[src/rtl/hub75_pkg.sv]
// Shared types and default widths for the HUB75 scan engine.
package hub75_pkg;

  typedef enum logic [2:0] {
    IDLE,
    SHIFT,
    BLANK,
    LATCH,
    DISPLAY
  } state_t;

  localparam int unsigned PIX_W  = $clog2(128) + 1;
  localparam int unsigned LINE_W = $clog2(32) + 1;

endpackage

[src/rtl/hub75_half_tick.sv]
// Panel-clock half-period timer: one-cycle tick every HALF_PERIOD cycles,
// phase-aligned to the cycle after restart.
module hub75_half_tick
  import hub75_pkg::*;
#(
  parameter int unsigned HALF_PERIOD = 1
) (
  input  logic clk,
  input  logic rst_n,
  input  logic restart,
  output logic tick
);

  localparam int unsigned CW = (HALF_PERIOD > 1) ? $clog2(HALF_PERIOD) : 1;
  localparam logic [CW-1:0] RELOAD = CW'(HALF_PERIOD - 1);

  logic [CW-1:0] cnt;

  always_ff @(posedge clk or negedge rst_n) begin
    if (!rst_n) begin
      cnt <= '0;
    end else if (restart || cnt == '0) begin
      cnt <= RELOAD;
    end else begin
      cnt <= cnt - CW'(1);
    end
  end

  assign tick = (cnt == '0);

endmodule

[src/rtl/hub75_scan_driver.sv]
// HUB75 scan engine: shifts a row pair, blanks, latches, addresses and
// displays it, line by line, feeding counters to the sprite stage.
module hub75_scan_driver
  import hub75_pkg::*;
#(
  parameter int unsigned NUM_PIXELS     = 128,
  parameter int unsigned NUM_LINES      = 32,
  parameter int unsigned HALF_PERIOD    = 1,
  parameter int unsigned DISPLAY_CYCLES = 64
) (
  input  logic                           clk_in,
  input  logic                           rst_n_in,
  input  logic                           enable_in,
  input  logic [2:0]                     rgb0_in,
  input  logic [2:0]                     rgb1_in,
  output logic [$clog2(NUM_PIXELS):0]    pixel_counter_out,
  output logic [$clog2(NUM_LINES):0]     line_counter_out,
  output logic [2:0]                     rgb0_out,
  output logic [2:0]                     rgb1_out,
  output logic                           panel_clk_out,
  output logic                           latch_out,
  output logic                           oe_n_out,
  output logic [$clog2(NUM_LINES)-1:0]   addr_out,
  output logic                           frame_done_out
);

  localparam int unsigned PW = $clog2(NUM_PIXELS) + 1;
  localparam int unsigned LW = $clog2(NUM_LINES) + 1;
  localparam int unsigned AW = $clog2(NUM_LINES);
  localparam int unsigned DW = $clog2(DISPLAY_CYCLES + 1);

  localparam logic [PW-1:0] PIX_END   = PW'(NUM_PIXELS);
  localparam logic [LW-1:0] LINE_LAST = LW'(NUM_LINES - 1);
  localparam logic [DW-1:0] DISP_LAST = DW'(DISPLAY_CYCLES - 1);

  state_t        state_q, state_d;
  logic          tick;
  logic          shift_entry;
  logic          shift_done;
  logic          disp_done;
  logic [DW-1:0] disp_cnt;

  assign shift_done = tick && panel_clk_out && (pixel_counter_out == PIX_END);
  assign disp_done  = (disp_cnt == DISP_LAST);

  always_comb begin
    state_d = state_q;
    case (state_q)
      IDLE:    if (enable_in) state_d = SHIFT;
      SHIFT:   if (shift_done) state_d = BLANK;
      BLANK:   state_d = LATCH;
      LATCH:   state_d = DISPLAY;
      DISPLAY: if (disp_done) state_d = enable_in ? SHIFT : IDLE;
      default: state_d = IDLE;
    endcase
    shift_entry = (state_d == SHIFT) && (state_q != SHIFT);
  end

  always_ff @(posedge clk_in or negedge rst_n_in) begin
    if (!rst_n_in) state_q <= IDLE;
    else           state_q <= state_d;
  end

  hub75_half_tick #(.HALF_PERIOD(HALF_PERIOD)) u_half_tick (
    .clk     (clk_in),
    .rst_n   (rst_n_in),
    .restart (shift_entry),
    .tick    (tick)
  );

  always_ff @(posedge clk_in or negedge rst_n_in) begin
    if (!rst_n_in) begin
      pixel_counter_out <= '0;
      line_counter_out  <= '0;
      rgb0_out          <= '0;
      rgb1_out          <= '0;
      panel_clk_out     <= 1'b0;
      latch_out         <= 1'b0;
      oe_n_out          <= 1'b1;
      addr_out          <= '0;
      frame_done_out    <= 1'b0;
      disp_cnt          <= '0;
    end else begin
      frame_done_out <= 1'b0;
      case (state_q)
        IDLE: begin
          oe_n_out          <= 1'b1;
          panel_clk_out     <= 1'b0;
          pixel_counter_out <= '0;
        end
        SHIFT: begin
          oe_n_out <= 1'b1;
          // Pixel 0 is captured on the entry cycle; its low half overlaps it,
          // so each pixel costs exactly 2*HALF_PERIOD cycles.
          if (pixel_counter_out == '0) begin
            rgb0_out          <= rgb0_in;
            rgb1_out          <= rgb1_in;
            pixel_counter_out <= pixel_counter_out + PW'(1);
          end
          if (tick) begin
            if (!panel_clk_out) begin
              panel_clk_out <= 1'b1;
            end else begin
              panel_clk_out <= 1'b0;
              if (pixel_counter_out != PIX_END) begin
                rgb0_out          <= rgb0_in;
                rgb1_out          <= rgb1_in;
                pixel_counter_out <= pixel_counter_out + PW'(1);
              end
            end
          end
        end
        BLANK: begin
          addr_out  <= line_counter_out[AW-1:0];
          latch_out <= 1'b1;
        end
        LATCH: begin
          latch_out <= 1'b0;
          oe_n_out  <= 1'b0;
          disp_cnt  <= '0;
        end
        DISPLAY: begin
          if (disp_done) begin
            oe_n_out          <= 1'b1;
            pixel_counter_out <= '0;
            if (line_counter_out == LINE_LAST) begin
              line_counter_out <= '0;
              frame_done_out   <= 1'b1;
            end else begin
              line_counter_out <= line_counter_out + LW'(1);
            end
          end else begin
            disp_cnt <= disp_cnt + DW'(1);
          end
        end
        default: ;
      endcase
    end
  end

endmodule

[config.mk]
export PLATFORM = sky130hd
export DESIGN_NAME = hub75_scan_driver
export DESIGN_NICKNAME = d
export VERILOG_FILES = /design/src/rtl/hub75_pkg.sv /design/src/rtl/hub75_half_tick.sv /design/src/rtl/hub75_scan_driver.sv
export SDC_FILE = /design/constraint.sdc
export NUM_CORES = 1
export LEC_CHECK = 0
export BUFFER_PORTS_ARGS = -buffer_cell sky130_fd_sc_hd__buf_2
export CAP_MARGIN = 20
export CORE_AREA = 2 2 62 64
export DETAILED_ROUTE_END_ITERATION = 10
export DIE_AREA = 0 0 64 66
export HOLD_SLACK_MARGIN = 0.08
export PLACE_DENSITY = 0.77
export REMOVE_ABC_BUFFERS = 1
export SYNTH_ARGS = -nofsm -noshare
export SYNTH_HDL_FRONTEND = slang
export SYNTH_SLANG_ARGS = --single-unit
[constraint.sdc]
create_clock -name clk_in -period 2.2 [get_ports clk_in]
set_clock_uncertainty 0.2 [all_clocks]
set_input_delay 0.44 -clock clk_in [delete_from_list [all_inputs] [get_ports clk_in]]
set_output_delay 0.44 -clock clk_in [all_outputs]
set_load 0.03 [all_outputs]
==> results.txt <==
Buffers and inverters on the worst path: 1
Yosys top cell area share: 52.03%
Pin count of the biggest net entering global routing: 41
Critical Setup Path Class: flip-flop to flip-flop
Global routing usage summed across all routing layers: 19.78%
GRT overflow: 0
Layout Nets: 234
Clock latency on the worst-skew pair: 0.34 ns
Num Clock Sinks: 40
H-tree depth: 2
Number of antenna violations at the first check in global routing: 0
Part of the Yosys area used for sequential elements: 53.44%
Status: finished, final reports clean
Peak clock frequency supported by timing: 477.1 MHz
Power Dens Cells: 912.6 nW/um^2
Required @ worst endpoint: 2.24 ns
Gate count after technology mapping: 172
Average detailed-routed wire length per instance: 13.38 microns
Setup repair after global routing missed its margin: no
Worst setup slack after placement: 0.1061 ns
Wire length of the first global-routing pass: 6354 microns
Number of DRC violations after detailed routing: 0
TritonCTS buffer count: 5
Clock Tree Buf Depth: 2
Max Slew Vio Count: 0
Routed vias/inst: 5.405
Core region area: 3551 sq um
Number of buffers added on ports: 37
Number of hold violations in the final report: 0
Hold Path Origin: rgb0_in[1]
Relative area change from synthesis to final layout: 18.35%
DR vias: 1,454
Hold_ws: 0.1218 ns
Most frequently used flop master after synthesis: sky130_fd_sc_hd__dfrtp_1
Standard-cell rows: 22
Leakage power: 1.103 nW
Starting density of the core: 52.82%
X dimension of the die: 64 microns
Clock tree from TritonCTS: yes
Post-layout min period: 2.096 ns
CTS root buf: sky130_fd_sc_hd__clkbuf_4
Area of the mapped netlist: 1876 sq um
WL final: 3598 microns
Post-DRT Antenna Nets: 0
Highest-delay cell along the critical path: sky130_fd_sc_hd__dfrtp_1
Final HPWL DP: 2620 microns
Cell variety after synth: 41
Reported max-cap violation count: 0
Most area-hungry cell type in the Yosys netlist: sky130_fd_sc_hd__dfrtp_1
Yosys reg bits: 40
Postcts setup bufs: 0
Cell with the most instances after synthesis: sky130_fd_sc_hd__dfrtp_1
Synth cell count leaders: sky130_fd_sc_hd__dfrtp_1 (39), sky130_fd_sc_hd__nor2_1 (15), sky130_fd_sc_hd__o21ai_0 (15)
Largest delay contributor family on the critical path: simple AND/OR/NAND/NOR gates
Mean Syn Cell Area: 10.90 sq um
Reg-to-reg critical path startpoint: pixel_counter_out[0]
Total setup violations reported at the end of the flow: 0
Endpoint kind of the worst setup timing path: flip-flop
Leading cell types by total area after synthesis: sky130_fd_sc_hd__dfrtp_1 (52%), sky130_fd_sc_hd__mux2_2 (7.8%), sky130_fd_sc_hd__o21ai_0 (4.0%), sky130_fd_sc_hd__nor2_1 (3.0%), sky130_fd_sc_hd__nand2_1 (2.8%)
Post-synth EDFFs: 0
Crit-path max cell delay: 0.41 ns
Peak ir drop on the vdd network: 0.4796 mV
CP cell instances: inv_1, ha_1, nor2b_1, and3b_2, or2_4, nand2_4, mux2_2
Ports: 38
First-iteration detailed-routing DRC count: 113
Fill cell count: 316
Class of the tightest hold or removal check: input pin to flip-flop
Fraction of registers with async set or reset after synthesis: 100.0%
Fraction of layout cells with a size suffix above 1: 33.94%
CP Data Arrival Time: 2.14 ns
Weighted congestion reported at the end of routability-driven placement: 0.9815
CP Launch Point: pixel_counter_out[0]
Number of warnings printed during yosys synthesis: 0
Die Y: 66 microns
Die area: 4224 sq um
Final worst-path setup slack: 0.1042 ns
Ant. Diodes: 0
Router iterations before antenna repair: 4
Largest driver fanout on the critical path: 6
Clock-pin slew on the worst setup and hold paths: 0.12 ns
Post-route clock period utilization: 95.27%
Crit start category: flip-flop
R2r setup slk: 0.10 ns
Via count of the first global-routing pass: 1,419
-- worst reg2reg max path: stages (launching register included) --
cell and delay, ns:
sky130_fd_sc_hd__dfrtp_1 0.41, sky130_fd_sc_hd__inv_1 0.10, sky130_fd_sc_hd__ha_1 0.20, sky130_fd_sc_hd__nor2b_1 0.15, sky130_fd_sc_hd__and3b_2 0.23, sky130_fd_sc_hd__or2_4 0.27, sky130_fd_sc_hd__nand2_4 0.11, sky130_fd_sc_hd__mux2_2 0.33
-- area by class of cell --
| class | instances | area (sq um) | share of cell area [%] |
|---|---|---|---|
| repair buffers | 44 | 240.2 | 10.82 |
| multi-input cells | 125 | 852.1 | 38.39 |
| inverters | 5 | 18.77 | 0.8455 |
| clock inverters | 1 | 5.005 | 0.2255 |
| flip-flops and latches | 40 | 1002 | 45.15 |
| well taps | 48 | 60.06 | 2.706 |
| clock buffers | 6 | 41.29 | 1.860 |
-- state kept, by name, summed over array words and instances (netlist names) --
name and flops:
state_q 3, pixel_counter_out 8, frame_done_out 1, oe_n_out 1, u_half_tick.cnt 1, rgb1_out 3, latch_out 1, rgb0_out 3
addr_out 5, panel_clk_out 1, disp_cnt 7, line_counter_out 6
-- metal layers --
metal / routed length [microns] / part of all wire, % / track usage, % / vias to the layer above
met1: 1610 / 45 / 25.87 / 687
met2: 1693 / 47 / 30.47 / 46
met5: 0 / 0 / 0 / -
li1: - / - / - / 712
met4: 74 / 2.1 / 11.41 / 0
met3: 220 / 6.1 / 4.259 / 9
-- cells in the final DEF, fill, tap and decap left out, types with 6 or more instances in the layout --
master / synthesis / layout
sky130_fd_sc_hd__nand2_1: 14 / 14
sky130_fd_sc_hd__nor2_1: 15 / 15
sky130_fd_sc_hd__nand4_1: 7 / 7
sky130_fd_sc_hd__o21ai_0: 15 / 15
sky130_fd_sc_hd__dfrtp_1: 39 / 39
sky130_fd_sc_hd__nand3_1: 7 / 7
sky130_fd_sc_hd__buf_2: 0 / 37
sky130_fd_sc_hd__mux2_2: 13 / 13
sky130_fd_sc_hd__buf_4: 0 / 6
-- logic make-up after synthesis --
group	after synthesis	share of synthesized area, %
compound gates	33	10.54
mux	14	8.339
other cells	1	0.1999
fa+ha+maj	4	2.669
xor+xnor	6	2.802
flops	40	53.44
buf+inv	7	1.467
simple gates	67	20.55
-- power breakdown --
part	switching, mW	internal (mW)	total, mW
Sequential	0.0845	0.839	0.923
Combinational	0.454	0.306	0.760
Clock	0.225	0.118	0.343
Total	0.763	1.26	2.03
-- repair_timing --
item / 4_1_cts / 5_1_grt
resized for setup: 0 / 1
hold endpoints to repair: 39 / 0
endpoints found under the setup margin: 0 / 6
hold buffers: 1 / 0
-- through the flow --
stage          util, %  setup TNS, ns  instances  instance area [sq um]  power, mW
2_1_floorplan        -        -0.1292        170                   1867      1.491
3_3_place_gp     60.75              0        261                   2157      1.669
3_5_place_dp     60.75              0        261                   2157      1.688
4_1_cts          62.33              0        269                   2213      2.036
5_1_grt          62.51              0        269                   2220      2.155
6_report         62.51              0        269                   2220      2.026
-- worst paths after layout --
kind | endpoint | cells after the start
max | rgb1_out[1] | 7
min in group asynchronous | pixel_counter_out[6] | 3
min | rgb0_out[1] | 2
min reg2reg | oe_n_out | 2
max reg2reg | rgb1_out[1] | 7
max in group asynchronous | oe_n_out | 3
Note: power is estimated with default switching activity, not from simulation.
